**src/rtl/ifm_line_scheduler.sv**
```systemverilog
// ifm_line_scheduler: issues one loader run per IFM row into a 2-bank ping-pong line buffer and hands filled banks to the consumer in order
module ifm_line_scheduler #(
  parameter int DIM_W  = 8,
  parameter int BANK_W = 1
) (
  input  logic              clk,
  input  logic              rst,
  input  logic              start,
  input  logic [DIM_W-1:0]  cfg_ifm_w,
  input  logic [DIM_W-1:0]  cfg_ifm_h,
  input  logic [DIM_W-1:0]  cfg_ich,
  output logic              busy,
  output logic              done,
  output logic              ld_start,
  output logic [DIM_W-1:0]  ld_ifm_w,
  output logic [DIM_W-1:0]  ld_ich,
  output logic [DIM_W-1:0]  ld_line_idx,
  output logic [BANK_W-1:0] ld_bank,
  input  logic              ld_done,
  output logic              out_valid,
  output logic [BANK_W-1:0] out_bank,
  output logic [DIM_W-1:0]  out_line_idx,
  output logic              out_last,
  input  logic              out_release
);
  typedef enum logic [2:0] {IDLE, ISSUE, WAIT_LD, WAIT_BUF, DRAIN, DONE} state_t;
  state_t                   state_q, state_d;
  logic [DIM_W:0]           line_cnt_q, line_cnt_d;
  logic [DIM_W-1:0]         ifm_w_q, ifm_w_d, ifm_h_q, ifm_h_d, ich_q, ich_d;
  logic [1:0]               full_q, full_d;
  logic [1:0][DIM_W-1:0]    line_of_q, line_of_d;
  logic [BANK_W-1:0]        wr_bank_q, wr_bank_d, rd_bank_q, rd_bank_d;
  logic                     ld_start_q, ld_start_d, busy_q, busy_d, done_q, done_d;
  logic                     rel;
  always_comb begin
    state_d    = state_q;
    line_cnt_d = line_cnt_q;
    ifm_w_d    = ifm_w_q;
    ifm_h_d    = ifm_h_q;
    ich_d      = ich_q;
    full_d     = full_q;
    line_of_d  = line_of_q;
    wr_bank_d  = wr_bank_q;
    rd_bank_d  = rd_bank_q;
    rel        = out_release && full_q[rd_bank_q];
    if (rel) begin
      full_d[rd_bank_q] = 1'b0;
      rd_bank_d         = ~rd_bank_q;
    end
    case (state_q)
      IDLE: if (start) begin
        ifm_w_d    = cfg_ifm_w;
        ifm_h_d    = cfg_ifm_h;
        ich_d      = cfg_ich;
        line_cnt_d = '0;
        state_d    = cfg_ifm_h == '0 ? DRAIN : ISSUE;
      end
      ISSUE: state_d = WAIT_LD;
      WAIT_LD: if (ld_done) begin
        full_d[wr_bank_q]    = 1'b1;
        line_of_d[wr_bank_q] = line_cnt_q[DIM_W-1:0];
        wr_bank_d            = ~wr_bank_q;
        line_cnt_d           = line_cnt_q + (DIM_W+1)'(1);
        // a release in this same cycle may already have freed the next bank
        state_d = line_cnt_d == {1'b0, ifm_h_q} ? DRAIN : full_d[wr_bank_d] ? WAIT_BUF : ISSUE;
      end
      WAIT_BUF: state_d = full_q[wr_bank_q] ? WAIT_BUF : ISSUE;
      DRAIN:    state_d = full_q == 2'b00 ? DONE : DRAIN;
      DONE:     state_d = IDLE;
      default:  state_d = IDLE;
    endcase
    ld_start_d = state_d == ISSUE;
    done_d     = state_d == DONE;
    busy_d     = !(state_d == IDLE || state_d == DONE);
  end
  always_ff @(posedge clk) begin
    if (rst) begin
      state_q    <= IDLE;
      line_cnt_q <= '0;
      ifm_w_q    <= '0;
      ifm_h_q    <= '0;
      ich_q      <= '0;
      full_q     <= '0;
      line_of_q  <= '0;
      wr_bank_q  <= '0;
      rd_bank_q  <= '0;
      ld_start_q <= 1'b0;
      busy_q     <= 1'b0;
      done_q     <= 1'b0;
    end else begin
      state_q    <= state_d;
      line_cnt_q <= line_cnt_d;
      ifm_w_q    <= ifm_w_d;
      ifm_h_q    <= ifm_h_d;
      ich_q      <= ich_d;
      full_q     <= full_d;
      line_of_q  <= line_of_d;
      wr_bank_q  <= wr_bank_d;
      rd_bank_q  <= rd_bank_d;
      ld_start_q <= ld_start_d;
      busy_q     <= busy_d;
      done_q     <= done_d;
    end
  end
  assign busy         = busy_q;
  assign done         = done_q;
  assign ld_start     = ld_start_q;
  assign ld_ifm_w     = ifm_w_q;
  assign ld_ich       = ich_q;
  assign ld_line_idx  = line_cnt_q[DIM_W-1:0];
  assign ld_bank      = wr_bank_q;
  assign out_valid    = full_q[rd_bank_q];
  assign out_bank     = rd_bank_q;
  assign out_line_idx = line_of_q[rd_bank_q];
  assign out_last     = out_valid && line_of_q[rd_bank_q] == ifm_h_q - DIM_W'(1);
endmodule

```
**config.mk**
```make
export PLATFORM = sky130hd
export DESIGN_NAME = ifm_line_scheduler
export DESIGN_NICKNAME = d
export VERILOG_FILES = /design/src/rtl/ifm_line_scheduler.sv
export SDC_FILE = /design/constraint.sdc
export NUM_CORES = 1
export LEC_CHECK = 0
export ABC_CLOCK_PERIOD_IN_PS = 1950
export CAP_MARGIN = 20
export CORE_MARGIN = 2
export CORE_UTILIZATION = 42
export CTS_BUF_LIST = sky130_fd_sc_hd__clkbuf_16
export CTS_CLUSTER_SIZE = 10
export DETAILED_ROUTE_END_ITERATION = 6
export GPL_TIMING_DRIVEN = 0
export HOLD_SLACK_MARGIN = 0.02
export PLACE_DENSITY = 0.77
export SLEW_MARGIN = 20
export SYNTH_ARGS = -nofsm -noshare
export SYNTH_HDL_FRONTEND = slang
export SYNTH_SLANG_ARGS = --single-unit
```
**constraint.sdc**
```tcl
create_clock -name clk -period 1.95 [get_ports clk]
set_input_delay 0.39 -clock clk [delete_from_list [all_inputs] [get_ports clk]]
set_output_delay 0.39 -clock clk [all_outputs]
set_load 0.05 [all_outputs]
```
==> impl_metrics.tcl <==
set metrics [dict create \
    drt_wl_total_mm 8.870 \
    use_met1_pct 27.80 \
    start_util_pct 43.39 \
    synth_area_leader_cell "dfxtp_1" \
    crit_type "reg2out" \
    coreArea_um2 6756 \
    nNetsFinal 503 \
    cts_max_level 3 \
    ys_seq_area_share_pct 40.29 \
    clkLatencyLatePin_ns 0.32 \
    worstPathArrival_ns 2.12 \
    synth_top_cell_area_share_pct 40.29 \
    port_buffers 67 \
    avgSynthCellArea_um2 7.755 \
    viasPerCell 5.625 \
    grt_pass1_wl_mm 13.78 \
    required_ns 1.56 \
    synth_cell_types 45 \
    path_cells "buf_8 > buf_4 > mux2_4 > xnor2_2 > mux2i_1 > nor4_4 > buf_6" \
    status "finished, violations left" \
    area_growth_pct 52.50 \
    top_usage_layer "met2" \
    ios 68 \
    synth_nets 409 \
    timing.final.ws_setup_ns -0.5602 \
    pre_cts_slack_ns -1.026 \
    final_cells 557 \
    fmax_mhz 398.4 \
    n_antenna_cell 0 \
    die_w_um 87.55 \
    cts_sinks 59 \
    cts_hold_buf 0 \
    ir_drop_mv 0.5197 \
    grt-ovfl-total 0 \
    violations "setup timing" \
    setup-violations-final 2 \
    worstHoldStart "ld_ich[1]" \
    place_congestion 0.8245 \
    syn_inst 378 \
    cp_max_fo 5 \
    synth.most_common_cell "nand2_1" \
    drtIter0Drc 239 \
    dieArea_um2 7664 \
    grt_max_degree 11 \
    stdcell_area_um2 4471 \
    cap_violations 0 \
    slowest_stage "dfxtp_4" \
    synth_edf_count 0 \
    row_count 30 \
    critPathTopFamily "buffers and inverters" \
    antenna_found_initial 0 \
    dr_total_vias 3133 \
    synthTopCellsByCount "nand2_1 (82), a21oi_1 (60), dfxtp_1 (59)" \
    tritoncts "built" \
    power_w 0.003583 \
    ys_ff_latch 59 \
    tightestPinTransition_ns 0.5810 \
    drv_slew 0 \
    synth-main-ff-cell "dfxtp_1" \
    crit_start "out_bank" \
    hpwl_mm 5.739 \
    cts_root_buffer "clkbuf_16" \
    yosys_warnings 0 \
    die_h_um 87.55 \
    cts-buffers-inserted 9 \
    placed_cells 525 \
    use_met2_pct 38.15 \
    dpl_cell_area_um2 3774 \
    clockBufferDepth 2 \
    start_kind "flip-flop" \
    first_pass_iters 5 \
    hold_violations 0 \
    crit_buf_inv 3 \
    skew_ns 0.005722 \
    synthArstFlopShare_pct 0 \
    max_stage_delay_ns 0.37 \
    netlist_area_um2 2932 \
    power_density_nw_per_um2 801.5 \
    use_met3_pct 6.503 \
    cts.clk_slew.worst_paths_ns 0.05 \
    power.leakage_nw 1.759 \
    crit_path_end_kind "output port" \
    wl_per_cell_um 15.92 \
    fin_crit_ns 2.510 \
    relSlewSlack_pct 61.27 \
    grt_pass1_vias 2959 \
    ant_nets 0 \
    rsz0062_at_grt "yes" \
    hold_class "reg2reg" \
    drc 0 \
    layout-drive-gt1-share_pct 23.69 \
    fin_crit_sh_pct 128.7 \
    grtUsageTotal_pct 23.19 \
    tns_ns -0.6043 \
    rr_startpoint "line_cnt_q[2]" \
    ys_top_cells_by_area "dfxtp_1 (40%), nand2_1 (10%), a21oi_1 (10%)" \
]
placed cells by master, fill, tap and decap left out, drive strengths merged, types with 4 or more instances in the layout:
cell           synthesis  final
buf                   17     43
nor3                   4      4
dfxtp                 59     59
nand3                 12     12
xor2                   8      8
clkdlybuf4s50          0     47
mux2                   7      7
mux2i                  5      5
inv                   11     12
nand2                 82     82
xnor2                 10     10
nor2                  18     18
nor4                   5      5
o21ai                 15     15
a21oi                 60     60
dlygate4sd2            0      6
or3                    4      4
clkbuf                19     26
nor2b                  5      5
worst reg2reg max path: stages, from the launching register on:
cell	delay, ns
dfxtp_2	0.38
clkbuf_8	0.19
nand2_1	0.13
xnor2_2	0.18
nor4_4	0.28
o2111ai_4	0.20
a31o_1	0.28
nor2b_4	0.13
cell families (layout without fill, tap and decap cells):
family / after synthesis / count (layout) / share of synthesized area [%]
simple gates: 148 / 148 / 23.39
mux: 12 / 12 / 4.396
xor+xnor: 18 / 18 / 5.634
buf+inv: 47 / 146 / 7.384
flops: 59 / 59 / 40.29
compound gates: 92 / 92 / 18.05
fa+ha+maj: 2 / 2 / 0.8535
layer usage:
metal	vias up	routed length [um]	part of all wire, %
met5	-	0	0
met4	0	202	2.3
met3	27	735	8.3
met2	158	4263	48
met1	1477	3668	41
li1	1471	-	-
through the flow:
step | util [%] | hold slack [ns]
floorplan | - | 0.4329
global placement | 55.85 | 0.4387
detailed placement | 55.85 | 0.4481
CTS | 63.28 | 0.4555
global route | 66.17 | 0.4771
finish | 66.17 | 0.4530
flip-flops by register name, summed over array words and instances, names as in the netlist:
| signal | count |
|---|---|
| ifm_h_q | 8 |
| full_q | 2 |
| ld_start | 1 |
| state_q | 3 |
| busy | 1 |
| ld_ich | 8 |
| ld_ifm_w | 8 |
| line_cnt_q | 9 |
| out_bank | 1 |
| done | 1 |
| line_of_q | 16 |
| ld_bank | 1 |
cell type report:
| cell class | count | area (um^2) |
|---|---|---|
| Fill cell | 565 | 2286 |
| Multi-Input combinational cell | 272 | 1795 |
| Sequential cell | 59 | 1207 |
| Timing Repair Buffer | 86 | 803.3 |
| Clock buffer | 9 | 225.2 |
| Buffer | 33 | 214.0 |
| Tap cell | 80 | 100.1 |
| Clock inverter | 7 | 83.83 |
| Inverter | 11 | 41.29 |
timing repair:
item / 4_1_cts / 5_1_grt
gates resized for setup: 85 / 45
setup endpoints to repair: 34 / 38
pin swaps: 11 / 15
setup buffers: 11 / 7
cloned: 0 / 1
worst paths after layout:
check | endpoint | slack (ns) | cells after the start
hold / removal | ld_ich[1] | 0.45 | 2
hold reg to reg | ld_ich[1] | 0.45 | 2
setup / recovery | out_last | -0.56 | 7
setup reg to reg | state_q[1] | 0.05 | 7
power breakdown:
group          switching (W)  internal (W)
clock network       0.000537       0.00110
registers          0.0000504       0.00125
logic               0.000384      0.000256
Note: power is estimated with default switching activity, not from simulation.
